[config.mk]
export PLATFORM = sky130hd
export DESIGN_NAME = btb_update_ctrl_flat
export DESIGN_NICKNAME = d
export VERILOG_FILES = /design/src/rtl/btb_pkg.sv /design/src/rtl/btb_update_ctrl_if.sv /design/src/rtl/btb_upd_fifo.sv /design/src/rtl/btb_update_ctrl.sv /design/src/flat_wrapper.sv
export SDC_FILE = /design/constraint.sdc
export NUM_CORES = 1
export LEC_CHECK = 0
export CAP_MARGIN = 20
export CORE_ASPECT_RATIO = 0.75
export CORE_UTILIZATION = 45
export DETAILED_ROUTE_END_ITERATION = 10
export GPL_ROUTABILITY_DRIVEN = 0
export GPL_TIMING_DRIVEN = 0
export PLACE_DENSITY_LB_ADDON = 0.1
export REMOVE_ABC_BUFFERS = 1
export SYNTH_ARGS = -nofsm -noshare
export SYNTH_HDL_FRONTEND = slang
export SYNTH_SLANG_ARGS = --single-unit
[constraint.sdc]
create_clock -name i_clk -period 7.9 [get_ports i_clk]
set_input_delay 0.79 -clock i_clk [delete_from_list [all_inputs] [get_ports i_clk]]
set_output_delay 0.79 -clock i_clk [all_outputs]
set_load 0.1 [all_outputs]
[src/rtl/btb_pkg.sv]
// Shared types and field helpers for the BTB update path.
// Address widths are fixed here so the entry struct has one definition.
package btb_pkg;
   localparam int ADDR_WIDTH        = 64;
   localparam int INDEX_WIDTH       = 2;
   localparam int BYTE_OFFSET_WIDTH = 2;
   localparam int BIA_WIDTH         = ADDR_WIDTH - INDEX_WIDTH - BYTE_OFFSET_WIDTH;
   localparam int N                 = 4;
   localparam int WAY_WIDTH         = $clog2(N);

   typedef struct packed {
      logic [BIA_WIDTH-1:0]   bia;
      logic [INDEX_WIDTH-1:0] index;
      logic [WAY_WIDTH-1:0]   way;
      logic [ADDR_WIDTH-1:0]  target;
   } btb_upd_t;

   typedef enum logic {
      ST_IDLE  = 1'b0,
      ST_DRAIN = 1'b1
   } ctrl_state_t;

   function automatic logic [BIA_WIDTH-1:0] get_bia(input logic [ADDR_WIDTH-1:0] pc);
      return pc[ADDR_WIDTH-1 -: BIA_WIDTH];
   endfunction

   function automatic logic [INDEX_WIDTH-1:0] get_index(input logic [ADDR_WIDTH-1:0] pc);
      return pc[INDEX_WIDTH+BYTE_OFFSET_WIDTH-1 : BYTE_OFFSET_WIDTH];
   endfunction
endpackage

[src/rtl/btb_update_ctrl_if.sv]
// Resolution bus in, BTB write port out.
// The controller takes the slave side; the resolution/BTB environment takes the master side.
interface btb_update_ctrl_if;
   import btb_pkg::*;

   logic                   res_valid;
   logic                   res_taken;
   logic [ADDR_WIDTH-1:0]  res_pc;
   logic [ADDR_WIDTH-1:0]  res_target;
   logic                   res_btb_hit;
   logic [ADDR_WIDTH-1:0]  res_pred_target;
   logic [WAY_WIDTH-1:0]   res_way;

   logic                   btb_write;
   logic [ADDR_WIDTH-1:0]  btb_target;
   logic [BIA_WIDTH-1:0]   btb_bia;
   logic [INDEX_WIDTH-1:0] btb_index;
   logic [WAY_WIDTH-1:0]   btb_way;

   modport master (
      output res_valid, res_taken, res_pc, res_target, res_btb_hit, res_pred_target, res_way,
      input  btb_write, btb_target, btb_bia, btb_index, btb_way
   );

   modport slave (
      input  res_valid, res_taken, res_pc, res_target, res_btb_hit, res_pred_target, res_way,
      output btb_write, btb_target, btb_bia, btb_index, btb_way
   );
endinterface

[src/rtl/btb_upd_fifo.sv]
// Circular FIFO of pending BTB updates with in-place tail overwrite.
// Pointers carry one extra wrap bit so full and empty are distinguishable.
module btb_upd_fifo
   import btb_pkg::*;
#(
   parameter int DEPTH = 4
) (
   input  logic     i_clk,
   input  logic     i_arst,
   input  logic     push,
   input  logic     pop,
   input  logic     flush,
   input  logic     overwrite_tail,
   input  btb_upd_t din,
   output logic     full,
   output logic     empty,
   output logic     one,
   output btb_upd_t head,
   output btb_upd_t tail
);
   localparam int PW = $clog2(DEPTH);

   logic [PW:0] wr_ptr;
   logic [PW:0] rd_ptr;
   logic [PW:0] tail_ptr;
   btb_upd_t    mem [DEPTH];

   assign tail_ptr = wr_ptr - (PW+1)'(1);
   assign empty    = (wr_ptr == rd_ptr);
   assign full     = (wr_ptr[PW] != rd_ptr[PW]) && (wr_ptr[PW-1:0] == rd_ptr[PW-1:0]);
   assign one      = ((wr_ptr - rd_ptr) == (PW+1)'(1));
   assign head     = mem[rd_ptr[PW-1:0]];
   assign tail     = mem[tail_ptr[PW-1:0]];

   always_ff @(posedge i_clk or posedge i_arst) begin
      if (i_arst) begin
         wr_ptr <= '0;
         rd_ptr <= '0;
      end else if (flush) begin
         wr_ptr <= '0;
         rd_ptr <= '0;
      end else begin
         if (push) wr_ptr <= wr_ptr + (PW+1)'(1);
         if (pop)  rd_ptr <= rd_ptr + (PW+1)'(1);
      end
   end

   // Storage is intentionally not reset; contents are only visible while non-empty.
   always_ff @(posedge i_clk) begin
      if (!flush) begin
         if (push)
            mem[wr_ptr[PW-1:0]] <= din;
         else if (overwrite_tail)
            mem[tail_ptr[PW-1:0]] <= din;
      end
   end
endmodule

[src/rtl/btb_update_ctrl.sv]
// Filters resolved branches into BTB writes, queues them, and drains only when fetch is not stalled.
//
// state    | meaning
// ST_IDLE  | queue empty, no BTB write requested
// ST_DRAIN | queue holds entries, head presented to the BTB every cycle
module btb_update_ctrl
   import btb_pkg::*;
#(
   parameter int DEPTH = 4
) (
   input  logic              i_clk,
   input  logic              i_arst,
   input  logic              i_stall_fetch,
   input  logic              i_flush,
   btb_update_ctrl_if.slave  bus,
   output logic              o_full,
   output logic [7:0]        o_drop_cnt
);
   btb_upd_t    res_entry;
   btb_upd_t    head;
   btb_upd_t    tail;
   logic        full;
   logic        empty;
   logic        one;
   logic        need_upd;
   logic        pop;
   logic        push_cand;
   logic        tail_hazard;
   logic        overwrite;
   logic        push;
   logic        drop;
   ctrl_state_t state;
   ctrl_state_t state_nxt;

   assign res_entry = '{bia:    get_bia(bus.res_pc),
                        index:  get_index(bus.res_pc),
                        way:    bus.res_way,
                        target: bus.res_target};

   assign need_upd  = bus.res_valid & bus.res_taken &
                      (~bus.res_btb_hit | (bus.res_pred_target != bus.res_target));
   assign pop       = ~empty & ~i_stall_fetch;
   assign push_cand = need_upd & (~full | pop) & ~i_flush;

   // A newer write to the same set/way would clobber the queued tail anyway, so replace it.
   assign tail_hazard = ~empty & ~(pop & one) &
                        (tail.index == res_entry.index) &
                        (tail.way   == res_entry.way) &
                        (tail.bia   != res_entry.bia);
   assign overwrite   = push_cand & tail_hazard;
   assign push        = push_cand & ~tail_hazard;
   assign drop        = need_upd & full & ~pop & ~i_flush;

   btb_upd_fifo #(.DEPTH(DEPTH)) u_fifo (
      .i_clk          (i_clk),
      .i_arst         (i_arst),
      .push           (push),
      .pop            (pop),
      .flush          (i_flush),
      .overwrite_tail (overwrite),
      .din            (res_entry),
      .full           (full),
      .empty          (empty),
      .one            (one),
      .head           (head),
      .tail           (tail)
   );

   always_ff @(posedge i_clk or posedge i_arst) begin
      if (i_arst) state <= ST_IDLE;
      else        state <= state_nxt;
   end

   always_comb begin
      state_nxt = state;
      case (state)
         ST_IDLE:  if (push) state_nxt = ST_DRAIN;
         ST_DRAIN: if (i_flush || (pop && one && !push)) state_nxt = ST_IDLE;
         default:  state_nxt = ST_IDLE;
      endcase
   end

   always_comb begin
      bus.btb_write = 1'b0;
      case (state)
         ST_DRAIN: bus.btb_write = 1'b1;
         default:  bus.btb_write = 1'b0;
      endcase
   end

   assign bus.btb_target = head.target;
   assign bus.btb_bia    = head.bia;
   assign bus.btb_index  = head.index;
   assign bus.btb_way    = head.way;
   assign o_full         = full;

   always_ff @(posedge i_clk or posedge i_arst) begin
      if (i_arst)
         o_drop_cnt <= '0;
      else if (drop && (o_drop_cnt != 8'hFF))
         o_drop_cnt <= o_drop_cnt + 8'd1;
   end
endmodule

[src/flat_wrapper.sv]
// flat-port wrapper written by rule: the top's interface ports become plain ports
module btb_update_ctrl_flat import btb_pkg::*;
#(
   parameter int DEPTH = 4
)
  (i_clk, i_arst, i_stall_fetch, i_flush, o_full, o_drop_cnt, bus_res_valid, bus_res_taken, bus_res_pc, bus_res_target, bus_res_btb_hit, bus_res_pred_target, bus_res_way, bus_btb_write, bus_btb_target, bus_btb_bia, bus_btb_index, bus_btb_way);
  btb_update_ctrl_if bus_i ();
  input  logic i_clk;
  input  logic i_arst;
  input  logic i_stall_fetch;
  input  logic i_flush;
  output logic o_full;
  output logic [7:0] o_drop_cnt;
  input wire logic [$bits(bus_i.res_valid)-1:0] bus_res_valid;
  input wire logic [$bits(bus_i.res_taken)-1:0] bus_res_taken;
  input wire logic [$bits(bus_i.res_pc)-1:0] bus_res_pc;
  input wire logic [$bits(bus_i.res_target)-1:0] bus_res_target;
  input wire logic [$bits(bus_i.res_btb_hit)-1:0] bus_res_btb_hit;
  input wire logic [$bits(bus_i.res_pred_target)-1:0] bus_res_pred_target;
  input wire logic [$bits(bus_i.res_way)-1:0] bus_res_way;
  output wire logic [$bits(bus_i.btb_write)-1:0] bus_btb_write;
  output wire logic [$bits(bus_i.btb_target)-1:0] bus_btb_target;
  output wire logic [$bits(bus_i.btb_bia)-1:0] bus_btb_bia;
  output wire logic [$bits(bus_i.btb_index)-1:0] bus_btb_index;
  output wire logic [$bits(bus_i.btb_way)-1:0] bus_btb_way;
  assign bus_i.res_valid = bus_res_valid;
  assign bus_i.res_taken = bus_res_taken;
  assign bus_i.res_pc = bus_res_pc;
  assign bus_i.res_target = bus_res_target;
  assign bus_i.res_btb_hit = bus_res_btb_hit;
  assign bus_i.res_pred_target = bus_res_pred_target;
  assign bus_i.res_way = bus_res_way;
  assign bus_btb_write = bus_i.btb_write;
  assign bus_btb_target = bus_i.btb_target;
  assign bus_btb_bia = bus_i.btb_bia;
  assign bus_btb_index = bus_i.btb_index;
  assign bus_btb_way = bus_i.btb_way;
  btb_update_ctrl #(.DEPTH(DEPTH)) u_core (.i_clk(i_clk), .i_arst(i_arst), .i_stall_fetch(i_stall_fetch), .i_flush(i_flush), .bus(bus_i), .o_full(o_full), .o_drop_cnt(o_drop_cnt));
endmodule
==> out/qor.csv <==
metric;value;unit
final_util;59.1;%
setup.worst_path.class;flop to flop;
grtUsageTotal;20.3;%
post-place-ws;2.27;ns
synthAdderAreaFrac;0.371;%
nFillCells;3548;
skew;0.0118;ns
syn_inst;1038;
drive_above_1_share;21.7;%
synth_top_area_cell;edfxtp_1;
cp_slowest_stage_delay;0.91;ns
antenna_left;0;
clock_sinks;527;
synth_simple_gate_area_share;2.59;%
synth_edf_count;512;
syn_area;22300;sq um
tightest_slew;1.10;ns
async_flop_share;2.85;%
multi_input_area;6310;sq um
htree_levels;2;
synth_compound_area_share;0.870;%
fin_tns_setup;0;ns
detail_route.iter0.violations;831;
detail_route.drc_violations;0;
yosys-top-cells-area;edfxtp_1 69%, mux4_2 19%, xnor2_1 4.2%;
numCtsBuffers;54;
root_buffer;clkbuf_16;
synth_top_family_by_area;multiplexers;
ys_types;40;
drt_first_pass_iters;4;
postCtsResizedCells;0;
start_util;45.7;%
setup_viol;0;
grt_pass1_wl;76.4;mm
worst-path-max-fanout;54;
grt_max_degree;55;
synth.area.mux_share;19.6;%
worstPathRequired;8.19;ns
rows;70;
clk_latency;0.59;ns
synth_top_area_share;69.0;%
yosysSeqAreaShare;70.7;%
fin_crit_sh;69.0;%
power.leakage;8.96;nW
die_y;195;um
cpMostUsedCell;buf_12;
path_buf_inv;4;
pin_count;339;
fin_crit;5.45;ns
rsz0062_at_grt;false;
antenna_found_initial;4;
worstPathCellList;ha_4, buf_16, mux4_2, xnor2_1, nand4_1, nor4_1, nand4_1, a21oi_1, a2bb2oi_1, nor2_4, buf_12, buf_12, buf_12;
crit_family;simple AND/OR/NAND/NOR gates;
layout_setup_ws;2.45;ns
status;finished, final reports clean;
final_max_slew_viol_count;0;
syn-mean-instance-area;21.5;sq um
hpwl;33.5;mm
hold_class;flop to flop;
ys_top_cells_by_count;512 x edfxtp_1, 192 x mux4_2, 107 x xnor2_1, 28 x nand4_1, 23 x buf_1;
vias_per_cell;5.52;
hold_buffers;0;
die_w;259;um
first_global_vias;12200;
clkTransAtPathRegs;0.06;ns
ff_latch_area;15800;sq um
grt-ovfl-total;0;
fin_nets;1626;
power_density;269;nW/um^2
final_hold_viol_count;0;
ys_warn_count;0;
die-area;50400;sq um
worstPathArrival;5.74;ns
startpoint_type;flop;
post_cts_buffers;0;
relSlewSlack;26.4;%
synth_xor_area_share;4.72;%
cts_tree;yes;
max_freq;0.183;GHz
fp.coreArea;48800;sq um
worst_path_max_delay_cell;dfrtp_4;
drv_cap;0;
port_buffers;336;
ys.flop_type;edfxtp_1;
routed_wl;50.1;mm
vias;11700;
cts_buffer_depth;3;
yosys_register_bits;527;
synthToLayoutAreaGrowth;29.3;%
routedWlPerCell;23.7;um
peakVddDrop;0.000206;V
synth.most_common_cell;edfxtp_1;
end_kind;flop;
## state kept, by name, indices dropped and copies added, names as in the netlist
name,cells
u_core.u_fifo.wr_ptr,3
u_core.u_fifo.mem,512
u_core.state,1
u_core.o_drop_cnt,8
u_core.u_fifo.rd_ptr,3
## logic make-up after synthesis
family                   Yosys count
buffers and inverters             62
flip-flops                       527
multiplexers                     195
AND/OR/NAND/NOR                  104
AO/OA/AOI/OAI                     24
XOR/XNOR                         120
adder cells (fa/ha/maj)            6
## layout make-up
cell class	count	share of cell area, %
Clock inverter	31	0.890
Antenna cell	2	0.0174
Clock buffer	69	5.11
Sequential cell	527	54.7
Multi-Input combinational cell	449	21.9
Timing Repair Buffer	369	14.4
Tap cell	648	2.81
Inverter	18	0.234
## per-layer routing
layer | up-vias | GRT usage [%] | share of wire [%]
met1 | 6116 | 29.0 | 44
met5 | - | 0 | 0.070
met3 | 66 | 5.13 | 6.7
li1 | 5152 | - | -
met4 | 6 | 5.44 | 1.8
met2 | 314 | 31.1 | 47
## cell usage in the layout (no fill, tap or decap), types with 4 or more instances in the layout
| cell type | Yosys | layout |
|---|---|---|
| edfxtp_1 | 512 | 512 |
| clkdlybuf4s50_1 | 0 | 336 |
| mux4_2 | 192 | 192 |
| xnor2_1 | 107 | 107 |
| clkbuf_16 | 0 | 57 |
| nand4_1 | 28 | 28 |
| inv_1 | 18 | 18 |
| buf_16 | 0 | 17 |
| nor2b_1 | 15 | 15 |
| buf_12 | 0 | 15 |
| clkinv_2 | 0 | 14 |
| nor2_1 | 17 | 13 |
| xor2_1 | 13 | 13 |
| clkbuf_1 | 13 | 12 |
| dfrtp_1 | 15 | 12 |
| nand2_1 | 10 | 10 |
| clkinv_1 | 0 | 9 |
| nand3_1 | 8 | 8 |
| nor4_1 | 8 | 8 |
| nand2b_1 | 5 | 5 |
| a2111o_1 | 5 | 5 |
| nor3_1 | 5 | 5 |
| o22ai_1 | 4 | 4 |
| a21oi_1 | 4 | 4 |
| nor2_4 | 0 | 4 |
| ha_1 | 5 | 4 |
| bufinv_16 | 0 | 4 |
## final timing paths
check	from	endpoint	slack, ns	cells past startpoint
hold reg to reg	u_core.o_drop_cnt[6]$_DFFE_PP0P_	u_core.o_drop_cnt[6]$_DFFE_PP0P_	0.49	1
setup reg to reg	u_core.u_fifo.wr_ptr[0]$_DFFE_PP0P_	u_core.u_fifo.mem[2][114]$_DFFE_PP_	2.45	13
setup / recovery	u_core.u_fifo.wr_ptr[0]$_DFFE_PP0P_	u_core.u_fifo.mem[2][114]$_DFFE_PP_	2.45	13
hold / removal	u_core.o_drop_cnt[6]$_DFFE_PP0P_	u_core.o_drop_cnt[6]$_DFFE_PP0P_	0.49	1
min in group asynchronous	i_arst	u_core.o_drop_cnt[0]$_DFFE_PP0P_	0.56	2
max in group asynchronous	i_arst	u_core.u_fifo.wr_ptr[0]$_DFFE_PP0P_	6.89	2
## power breakdown
group          total [W]  internal (W)  switching (W)
Combinational    0.00209      0.000700        0.00139
Clock            0.00248       0.00144        0.00104
Sequential       0.00317       0.00312      0.0000486
Total            0.00774       0.00526        0.00248
## per-stage QoR
stage          power [W]  area [sq um]  instances  hold slack, ns
2_1_floorplan    0.00478         22100        994           0.525
6_report         0.00774         28800       2113           0.492
3_3_place_gp     0.00545         26300       1978           0.488
5_1_grt          0.00799         28800       2112           0.514
4_1_cts          0.00784         28800       2110           0.501
3_5_place_dp     0.00534         27100       2010           0.486
No activity file was read; power rests on OpenSTA's default activity.
